## src/rtl/core_run_timer_ctrl_if.sv

```systemverilog
// Bus bundle for core_run_timer_ctrl: run control, per-core done levels,
// the readout port and the status outputs.
//   master: drives startN, clear, coreDone, rdSel (and coreMask when
//           CORE_MASK_EN is defined); observes everything else.
//   slave : the controller side of the same signals.
// Optional macro CORE_MASK_EN adds coreMask [NUM_CORES-1:0].
interface core_run_timer_ctrl_if #(
  parameter int unsigned NUM_CORES = 4,
  parameter int unsigned WIDTH     = 26
);
  localparam int unsigned SEL_W = (NUM_CORES > 1) ? $clog2(NUM_CORES) : 1;

  logic                 startN;
  logic                 clear;
  logic [NUM_CORES-1:0] coreDone;
`ifdef CORE_MASK_EN
  logic [NUM_CORES-1:0] coreMask;
`endif
  logic [SEL_W-1:0]     rdSel;
  logic                 procStart;
  logic [WIDTH-1:0]     rdTime;
  logic                 rdValid;
  logic [WIDTH-1:0]     elapsed;
  logic [WIDTH-1:0]     totalTime;
  logic                 busy;
  logic                 allDone;
  logic                 timeout;

  modport master (
    output startN, clear, coreDone, rdSel,
`ifdef CORE_MASK_EN
    output coreMask,
`endif
    input  procStart, rdTime, rdValid, elapsed, totalTime, busy, allDone, timeout
  );

  modport slave (
    input  startN, clear, coreDone, rdSel,
`ifdef CORE_MASK_EN
    input  coreMask,
`endif
    output procStart, rdTime, rdValid, elapsed, totalTime, busy, allDone, timeout
  );
endinterface

```

## src/rtl/core_run_timer_ctrl.sv

```systemverilog
// Run-timing controller: arms on active-low startN, pulses procStart for the
// first RUN cycle, counts cycles and snapshots the count when each required
// core first raises done. Ends in DONE (all required cores finished) or
// TIMEOUT (count reached TIMEOUT_CYCLES) and holds results until clear/reset.
// Ports:
//   clk  - system clock
//   rstN - asynchronous active-low reset
//   bus  - core_run_timer_ctrl_if.slave: startN, clear, coreDone, rdSel in;
//          procStart, rdTime, rdValid, elapsed, totalTime, busy, allDone,
//          timeout out. rdTime/rdValid are combinational readouts.
// Optional macro CORE_MASK_EN: adds bus.coreMask, latched at run start;
// only masked-in cores are captured and required for DONE.
module core_run_timer_ctrl #(
  parameter int unsigned NUM_CORES      = 4,
  parameter int unsigned WIDTH          = 26,
  parameter int unsigned TIMEOUT_CYCLES = 67108863
) (
  input logic                  clk,
  input logic                  rstN,
  core_run_timer_ctrl_if.slave bus
);

  typedef enum logic [1:0] {
    S_IDLE    = 2'd0,
    S_RUN     = 2'd1,
    S_DONE    = 2'd2,
    S_TIMEOUT = 2'd3
  } state_t;

  state_t               state_q, state_d;
  logic [WIDTH-1:0]     counter_q, counter_d;
  logic [WIDTH-1:0]     total_q, total_d;
  logic [WIDTH-1:0]     cap_time_q [NUM_CORES];
  logic [NUM_CORES-1:0] captured_q, captured_d;
  logic [NUM_CORES-1:0] cap_load;
  logic                 cap_zero;
  logic                 proc_start_q, proc_start_d;
  logic [NUM_CORES-1:0] req;
  logic [NUM_CORES-1:0] cap_hit;
  logic [NUM_CORES-1:0] captured_set;
  logic                 all_req;
  logic [WIDTH-1:0]     rd_time;
  logic                 rd_valid;

`ifdef CORE_MASK_EN
  logic [NUM_CORES-1:0] mask_q, mask_d;
  assign req = mask_q;
`else
  assign req = '1;
`endif

  // Cores finishing this cycle, and whether that completes the required set
  assign cap_hit      = bus.coreDone & ~captured_q & req;
  assign captured_set = captured_q | cap_hit;
  assign all_req      = ((captured_set & req) == req);

  // State register
  always_ff @(posedge clk or negedge rstN) begin
    if (!rstN) state_q <= S_IDLE;
    else       state_q <= state_d;
  end

  // Next state and datapath controls; clear overrides every transition
  always_comb begin
    state_d      = state_q;
    counter_d    = counter_q;
    total_d      = total_q;
    captured_d   = captured_q;
    cap_load     = '0;
    cap_zero     = 1'b0;
    proc_start_d = 1'b0;
`ifdef CORE_MASK_EN
    mask_d       = mask_q;
`endif
    if (bus.clear) begin
      state_d    = S_IDLE;
      counter_d  = '0;
      total_d    = '0;
      captured_d = '0;
      cap_zero   = 1'b1;
    end else begin
      case (state_q)
        S_IDLE: begin
          counter_d = '0;
          if (!bus.startN) begin
            state_d      = S_RUN;
            total_d      = '0;
            captured_d   = '0;
            cap_zero     = 1'b1;
            proc_start_d = 1'b1;
`ifdef CORE_MASK_EN
            mask_d       = bus.coreMask;
`endif
          end
        end
        S_RUN: begin
          cap_load   = cap_hit;
          captured_d = captured_set;
          // Completion beats timeout when both land on the same cycle
          if (all_req) begin
            state_d = S_DONE;
            total_d = counter_q;
          end else if (counter_q == WIDTH'(TIMEOUT_CYCLES)) begin
            state_d = S_TIMEOUT;
          end else begin
            counter_d = counter_q + WIDTH'(1);
          end
        end
        default: ;
      endcase
    end
  end

  // Counter, results and start pulse registers
  always_ff @(posedge clk or negedge rstN) begin
    if (!rstN) begin
      counter_q    <= '0;
      total_q      <= '0;
      captured_q   <= '0;
      proc_start_q <= 1'b0;
`ifdef CORE_MASK_EN
      mask_q       <= '0;
`endif
      for (int i = 0; i < int'(NUM_CORES); i++) cap_time_q[i] <= '0;
    end else begin
      counter_q    <= counter_d;
      total_q      <= total_d;
      captured_q   <= captured_d;
      proc_start_q <= proc_start_d;
`ifdef CORE_MASK_EN
      mask_q       <= mask_d;
`endif
      for (int i = 0; i < int'(NUM_CORES); i++) begin
        if (cap_zero)         cap_time_q[i] <= '0;
        else if (cap_load[i]) cap_time_q[i] <= counter_q;
      end
    end
  end

  // Combinational readout; out-of-range index reads as empty
  always_comb begin
    rd_time  = '0;
    rd_valid = 1'b0;
    if (32'(bus.rdSel) < NUM_CORES) begin
      rd_time  = cap_time_q[bus.rdSel];
      rd_valid = captured_q[bus.rdSel];
    end
  end

  assign bus.procStart = proc_start_q;
  assign bus.rdTime    = rd_time;
  assign bus.rdValid   = rd_valid;
  assign bus.elapsed   = counter_q;
  assign bus.totalTime = total_q;
  assign bus.busy      = (state_q == S_RUN);
  assign bus.allDone   = (state_q == S_DONE);
  assign bus.timeout   = (state_q == S_TIMEOUT);

endmodule

```

## src/flat_wrapper.sv

```systemverilog
// flat-port wrapper written by rule: the top's interface ports become plain ports
module core_run_timer_ctrl_flat 
#(
  parameter int unsigned NUM_CORES      = 4,
  parameter int unsigned WIDTH          = 26,
  parameter int unsigned TIMEOUT_CYCLES = 67108863
)
  (clk, rstN, bus_startN, bus_clear, bus_coreDone, bus_rdSel, bus_procStart, bus_rdTime, bus_rdValid, bus_elapsed, bus_totalTime, bus_busy, bus_allDone, bus_timeout);
  core_run_timer_ctrl_if #(.NUM_CORES(NUM_CORES), .WIDTH(WIDTH)) bus_i ();
  input logic clk;
  input logic rstN;
  input wire logic [$bits(bus_i.startN)-1:0] bus_startN;
  input wire logic [$bits(bus_i.clear)-1:0] bus_clear;
  input wire logic [$bits(bus_i.coreDone)-1:0] bus_coreDone;
  input wire logic [$bits(bus_i.rdSel)-1:0] bus_rdSel;
  output wire logic [$bits(bus_i.procStart)-1:0] bus_procStart;
  output wire logic [$bits(bus_i.rdTime)-1:0] bus_rdTime;
  output wire logic [$bits(bus_i.rdValid)-1:0] bus_rdValid;
  output wire logic [$bits(bus_i.elapsed)-1:0] bus_elapsed;
  output wire logic [$bits(bus_i.totalTime)-1:0] bus_totalTime;
  output wire logic [$bits(bus_i.busy)-1:0] bus_busy;
  output wire logic [$bits(bus_i.allDone)-1:0] bus_allDone;
  output wire logic [$bits(bus_i.timeout)-1:0] bus_timeout;
  assign bus_i.startN = bus_startN;
  assign bus_i.clear = bus_clear;
  assign bus_i.coreDone = bus_coreDone;
  assign bus_i.rdSel = bus_rdSel;
  assign bus_procStart = bus_i.procStart;
  assign bus_rdTime = bus_i.rdTime;
  assign bus_rdValid = bus_i.rdValid;
  assign bus_elapsed = bus_i.elapsed;
  assign bus_totalTime = bus_i.totalTime;
  assign bus_busy = bus_i.busy;
  assign bus_allDone = bus_i.allDone;
  assign bus_timeout = bus_i.timeout;
  core_run_timer_ctrl #(.NUM_CORES(NUM_CORES), .WIDTH(WIDTH), .TIMEOUT_CYCLES(TIMEOUT_CYCLES)) u_core (.clk(clk), .rstN(rstN), .bus(bus_i));
endmodule
```

## config.mk

```make
export PLATFORM = sky130hd
export DESIGN_NAME = core_run_timer_ctrl_flat
export DESIGN_NICKNAME = d
export VERILOG_FILES = /design/src/rtl/core_run_timer_ctrl_if.sv /design/src/rtl/core_run_timer_ctrl.sv /design/src/flat_wrapper.sv
export SDC_FILE = /design/constraint.sdc
export NUM_CORES = 1
export LEC_CHECK = 0
export CAP_MARGIN = 30
export CORE_MARGIN = 4
export CORE_UTILIZATION = 35
export CTS_CLUSTER_SIZE = 25
export DETAILED_ROUTE_END_ITERATION = 16
export GPL_TIMING_DRIVEN = 0
export SLEW_MARGIN = 20
export SYNTH_ARGS = -nofsm -noshare
export SYNTH_HDL_FRONTEND = slang
export SYNTH_SLANG_ARGS = --single-unit
export TNS_END_PERCENT = 20
```

## constraint.sdc

```tcl
create_clock -name clk -period 2.6 [get_ports clk]
set_input_delay 0.65 -clock clk [delete_from_list [all_inputs] [get_ports clk]]
set_output_delay 0.65 -clock clk [all_outputs]
set_load 0.01 [all_outputs]
```

==> metrics.md, run 1 <==
| Metric | Value |
|---|---|
| Status | `finished clean` |
| Sequential power share | `44.5%` |
| CTS H-Tree Depth | `4` |
| Clock buffer count from CTS | `17` |
| P_int | `4.41 mW` |
| Core area | `0.0220 mm²` |
| Layout net count | `955` |
| Routed wire length | `24400 µm` |
| Top cells by area, synth | `dfrtp_1 (52%), nand2_1 (13%), mux4_2 (7.7%)` |
| Cell Pwr Density | `581 mW/mm²` |
| RSZ-0062 raised after global routing | `false` |
| Cells after synthesis | `833` |
| Rows | `54` |
| Hold buffer count at cts | `0` |
| GR Overflow Total | `0` |
| Cell Area, Synth | `0.00789 mm²` |
| Crit-path cells | `mux4_2 -> clkdlybuf4s50_1` |
| Wire per inst | `19.7 µm` |
| Achievable Freq | `0.391 GHz` |
| Routability congestion estimate | `0.820` |
| Vias/cell | `5.39` |
| Synth cell types | `53` |
| Switching Power | `1.34 mW` |
| Area of the multi-input gates | `0.00338 mm²` |
| Largest net degree at the start of global routing | `95` |
| Synth area leader | `dfrtp_1` |
| Max-slew violation count | `0` |
| Slowest-stage cell, CP | `mux4_2` |
| Die H | `158 µm` |
| Root buffer cell | `clkbuf_16` |
| TritonCTS clock tree | `built` |
| Yosys top cell area share | `51.7%` |
| Most frequent cells in the layout | `nand2_1 (278), dfrtp_1 (162), a21oi_1 (116), clkdlybuf4s50_1 (68), clkbuf_1 (33)` |
| Final period util | `98.5%` |
| Slew headroom | `48.1%` |
| Worst Slack Setup Final | `40.1 ps` |
| Register bit total from synthesis | `163` |
| Worst EP arrival | `1910 ps` |
| Kind of critical path | `flip-flop to primary output` |
| Combinational fraction of design power | `6.9%` |
| Worst Tran Pin Value | `778 ps` |
| Crit path buf inv count | `1` |
| Clock network fraction of design power | `48.6%` |
| # setup viols final | `0` |
| First-pass GRT wire length | `38800 µm` |
| Filler cells | `2138` |
| Crit path max-delay family | `multiplexers` |
| Number of routed nets with antenna violations | `0` |
| Crit-path max FO | `6` |
| Layout cells sized above 1 | `13.8%` |
| Crit path required time | `1950 ps` |
| Pre-CTS setup slack | `-675 ps` |
| Pleak | `4.18 nW` |
| Area Growth Syn to Fin | `25.1%` |
| Worst-skew pair later-pin latency | `440 ps` |
| Crit path largest cell delay | `520 ps` |
| Final hold vios | `0` |
| Drt first pass iters | `6` |
| Diode count | `0` |
| Die Width | `158 µm` |
| R2R Setup Slk | `180 ps` |
| PortBufs | `89` |
| Clk buf depth | `2` |
| Post-Syn Nets | `844` |
| Power Total | `5.74 mW` |
| GRT Util Overall | `20.2%` |
| Fin crit period | `2560 ps` |
| Dpl hpwl | `16500 µm` |
| Inst Count DP | `1203` |
| Switching part of the total | `23.3%` |
| # DRC | `0` |
| Vias | `6665` |
| Vias in the first global route | `6810` |
| Post-Syn Area per Cell | `9.48 µm²` |
| Commonest non-fill, non-tap cell in the layout | `nand2_1` |
| CP Launch Type | `flip-flop` |
| Final std cells w/o fill | `1237` |
| Max-Cap Viols | `0` |
| Sequential area share after synthesis | `51.7%` |
| DIE AREA | `0.0250 mm²` |
| Drt initial violations | `579` |
| Initial core utilization | `35.8%` |
| Initial antenna violation count | `0` |
| Total of warnings raised by yosys | `0` |
| CTS Sinks | `163` |
| Worst vdd ir | `480 µV` |
| Worst Skew | `12.2 ps` |
| I/O Pins | `93` |
| Worst-path clk slew | `60 ps` |
| CP endpoint kind | `primary output` |
| Type of the worst min-delay path | `primary input to asynchronous set/reset pin` |
| Reg area | `0.00408 mm²` |
[per-stage QoR]
stage	TNS [ps]	utilization [%]	hold slack [ps]	instance area, µm²
after global routing	0	44.8	222	9880
final	0	44.8	172	9880
after CTS	0	44.7	197	9850
after global placement	-1047600	41.5	470	9140
after floorplan	0	-	354	7890
after detailed placement	-51490	41.6	473	9170
[kinds of logic after synthesis]
logic type / share of synthesized area, %
adders and majority gates: 0.158
buffers and inverters: 5.58
muxes: 7.83
and+or+nand+nor: 20.8
AOI/OAI and AO/OA: 13.9
DFF: 51.7
[cell type report]
cell class / count / area share (%)
multi-input combinational: 582 / 34.3
buffer: 82 / 4.89
sequential: 163 / 41.3
clock inverter: 10 / 1.81
tap: 280 / 3.55
timing repair buffer: 92 / 9.25
inverter: 6 / 0.228
clock buffer: 22 / 4.70
[power groups by stage]
| stage | clock [mW] | sequential (mW) | combinational (mW) |
|---|---|---|---|
| 2_1_floorplan | 0 | 2.60 | 0.198 |
| 3_3_place_gp | 0 | 2.60 | 0.378 |
| 3_5_place_dp | 0 | 2.60 | 0.384 |
| 4_1_cts | 2.81 | 2.55 | 0.397 |
| 5_1_grt | 2.92 | 2.55 | 0.432 |
| 6_report | 2.79 | 2.55 | 0.396 |
[layer usage]
metal  routed length [µm]  vias up  GRT usage [%]
met1                11100     3332           28.7
met5                    0        -              0
met4                  454        0           6.86
met3                 1450       32           3.39
met2                11400      224           31.5
li1                     -     3077              -
[final timing paths]
kind	start	end	cells after the start
setup / recovery	u_core.captured_q[0]	bus_rdValid	2
hold / removal	rstN	u_core.cap_time_q[72]	1
setup reg to reg	u_core.state_q[1]	u_core.cap_time_q[16]	7
hold reg to reg	u_core.bus.totalTime[18]	u_core.bus.totalTime[18]	2
max in group asynchronous	rstN	u_core.bus.elapsed[9]	2
min in group clk	u_core.bus.totalTime[18]	u_core.bus.totalTime[18]	2
[cell usage after synthesis, drive strengths merged]
cell type / count
and4b: 2
nand4: 10
a21o: 4
a22o: 2
o31ai: 3
nand3b: 4
and2: 4
a21oi: 117
a211oi: 1
nand4b: 1
or2: 2
o21bai: 1
a41oi: 3
o32ai: 1
o21ai: 33
or4: 1
a221o: 2
a31oi: 7
nor2: 7
nor3b: 10
nand2: 278
ha: 1
a221oi: 2
nor2b: 5
o31a: 1
mux2i: 1
inv: 6
and2b: 1
nor3: 10
dfrtp: 163
mux4: 27
a211o: 11
buf: 47
o21ba: 1
and3: 9
nand3: 9
clkbuf: 35
nor4: 5
o22ai: 3
nand2b: 3
[repair_timing]
action | 4_1_cts | 5_1_grt
pin swaps | 0 | 1
buffers inserted | 0 | 2
gates resized for setup | 41 | 6
endpoints found under the setup margin | 49 | 57
[registers in the layout, summed over array words and instances (netlist names)]
| name | cells |
|---|---|
| u_core.captured_q | 4 |
| u_core.state_q | 2 |
| u_core.bus.elapsed | 26 |
| u_core.cap_time_q | 104 |
| u_core.bus.totalTime | 26 |
| u_core.bus.procStart | 1 |
[worst register-to-register path, delay by kind of cell (launching register included)]
kind	cells	cell delay, ps
AOI/OAI and AO/OA	1	70
buffers and inverters	3	910
DFF	1	380
and+or+nand+nor	3	940
Note: power is estimated with default switching activity, not from simulation.
==> inputs of run 2 (changes only) <==
--- a/config.mk
+++ b/config.mk
@@ -10,7 +10,7 @@
 export CORE_UTILIZATION = 35
 export CTS_CLUSTER_SIZE = 25
 export DETAILED_ROUTE_END_ITERATION = 16
-export GPL_TIMING_DRIVEN = 0
+export PLACE_DENSITY = 0.58
 export SLEW_MARGIN = 20
 export SYNTH_ARGS = -nofsm -noshare
 export SYNTH_HDL_FRONTEND = slang
==> metrics.md, run 2 (same netlist as run 1, synthesis figures left out) <==
| Metric | Value |
|---|---|
| Status | `finished clean` |
| Clock network fraction of design power | `46.8% (-1.8 points)` |
| Most frequent cells in the layout | `nand2_1 (278), dfrtp_1 (162), a21oi_1 (116), clkdlybuf4s50_1 (62), buf_4 (49)` |
| Max-Cap Viols | `0 (unchanged)` |
| Die H | `158 µm (unchanged)` |
| Sequential power share | `46.0% (+1.5 points)` |
| Routability congestion estimate | `0.812 (-0.96%)` |
| Vias/cell | `5.29 (-1.9%)` |
| Worst-path clk slew | `60 ps (about the same)` |
| P_int | `4.20 mW (-4.8%)` |
| Rows | `54 (unchanged)` |
| Fin crit period | `2490 ps (-65.2 ps)` |
| Setup TNS | `0 ps (unchanged)` |
| Diode count | `0 (unchanged)` |
| TritonCTS clock tree | `built` |
| PortBufs | `92 (+3.4%)` |
| Combinational fraction of design power | `7.2% (+0.3 points)` |
| Filler cells | `2110 (-1.3%)` |
| Cell Pwr Density | `557 mW/mm² (-4.2%)` |
| GR Overflow Total | `0 (unchanged)` |
| # DRC | `0 (unchanged)` |
| CTS H-Tree Depth | `4 (unchanged)` |
| Slew headroom | `66.3% (+18 points)` |
| Max-slew violation count | `0 (unchanged)` |
| First-pass GRT wire length | `38100 µm (-1.9%)` |
| Die Width | `158 µm (unchanged)` |
| Number of flip-flops in the largest register | `104 (unchanged)` |
| Clk buf depth | `2 (unchanged)` |
| Drt initial violations | `413 (-29%)` |
| Wire per inst | `19.5 µm (-0.81%)` |
| Kind of critical path | `flip-flop to primary output` |
| Worst-skew pair later-pin latency | `430 ps (about the same)` |
| Routed wire length | `23800 µm (-2.4%)` |
| Type of the worst min-delay path | `primary input to asynchronous set/reset pin` |
| Crit path launch | `u_core.state_q[1]` |
| Final period util | `96.0% (-2.5 points)` |
| Crit-path cells | `and2b_4 -> clkdlybuf4s50_1` |
| Crit path largest cell delay | `610 ps (+90 ps)` |
| GRT Util Overall | `19.9% (-0.30 points)` |
| Worst EP arrival | `1840 ps (-70 ps)` |
| Dpl hpwl | `16200 µm (-2.1%)` |
| Initial antenna violation count | `0 (unchanged)` |
| Area Growth Syn to Fin | `26.5%` |
| Achievable Freq | `0.401 GHz (+2.6%)` |
| Final hold vios | `0 (unchanged)` |
| DIE AREA | `0.0250 mm² (unchanged)` |
| I/O Pins | `93 (unchanged)` |
| Worst vdd ir | `383 µV (-20%)` |
| Root buffer cell | `clkbuf_16` |
| CP endpoint kind | `primary output` |
| Clock buffer count from CTS | `17 (unchanged)` |
| Crit-path max FO | `12 (+6)` |
| Vias in the first global route | `6419 (-5.7%)` |
| Layout cells sized above 1 | `15.5% (+1.7 points)` |
| Pleak | `4.23 nW (+1.2%)` |
| Commonest non-fill, non-tap cell in the layout | `nand2_1` |
| Hold buffer count at cts | `0 (unchanged)` |
| Core area | `0.0220 mm² (unchanged)` |
| Worst Skew | `12.2 ps (+0.0118 ps)` |
| Slowest-stage cell, CP | `clkdlybuf4s50_1` |
| Largest net degree at the start of global routing | `105 (+11%)` |
| Most flops, register | `u_core.cap_time_q` |
| Initial core utilization | `35.8% (unchanged)` |
| Vias | `6432 (-3.5%)` |
| Power Total | `5.56 mW (-3.1%)` |
| CTS Sinks | `163 (unchanged)` |
| CP Launch Type | `flip-flop` |
| Drt first pass iters | `5 (-1)` |
| RSZ-0062 raised after global routing | `false` |
| Switching part of the total | `24.6% (+1.3 points)` |
| # setup viols final | `0 (unchanged)` |
| Layout net count | `935 (-2.1%)` |
| Worst Tran Pin Value | `506 ps (-272 ps)` |
| Switching Power | `1.37 mW (+2.3%)` |
| Crit path required time | `1950 ps (about the same)` |
| Reg-to-reg startpoint | `u_core.bus.elapsed[0]` |
| Number of routed nets with antenna violations | `0 (unchanged)` |
run 2: routing by layer:
metal,vias up,global-route usage [%],part of all wire [%]
li1,3034,-,-
met1,3199,28.9,46
met2,179,30.8,47
met4,0,4.59,1.2
met3,20,4.18,5.7
met5,-,0,0
run 2: path summary, 6_finish.rpt:
path | endpoint | slack (ps) | depth (start not counted)
max reg2reg | u_core.bus.elapsed[18] | 450 | 7
min reg2reg | u_core.bus.totalTime[11] | 480 | 2
min | u_core.cap_time_q[7] | 100 | 1
max | bus_busy | 110 | 2
min in group clk | u_core.bus.totalTime[11] | 480 | 2
max in group asynchronous | u_core.bus.elapsed[22] | 1830 | 2
run 2: cell type report:
cell class	instances	area (µm²)	share of cell area, %
tap	280	350	3.51
timing repair buffer	154	1520	15.2
clock buffer	17	425	4.26
inverter	6	22.5	0.226
multi-input combinational	582	3400	34.1
sequential	163	4080	40.9
clock inverter	15	181	1.82
run 2: timing repair:
| item | CTS | global route |
|---|---|---|
| gates cloned | 1 | 0 |
| resized for setup | 31 | 1 |
| endpoints found under the setup margin | 27 | 1 |
| buffers inserted | 0 | 0 |
run 2: worst max-delay path: cells and delay by family (launching register included):
family / cells / cell delay [ps]
buffers and inverters: 1 / 610
DFF: 1 / 490
and+or+nand+nor: 1 / 320
run 2: metrics by stage:
step | worst slack [ps] | hold slack [ps] | util [%] | cell area, µm² | std cells
floorplan | 177 | 354 | - | 7890 | 833
global placement | -237 | 464 | 42.6 | 9380 | 1184
detailed placement | -257 | 475 | 42.6 | 9380 | 1184
CTS | 10.0 | 96.7 | 45.3 | 9980 | 1217
global route | 39.4 | 104 | 45.3 | 9980 | 1217
finish | 105 | 98.1 | 45.3 | 9980 | 1217
run 2: power groups by stage:
stage | sequential, mW | clock, mW | combinational [mW]
floorplan | 2.60 | 0 | 0.198
global placement | 2.61 | 0 | 0.402
detailed placement | 2.61 | 0 | 0.403
CTS | 2.56 | 2.67 | 0.410
global route | 2.56 | 2.79 | 0.442
finish | 2.56 | 2.60 | 0.401
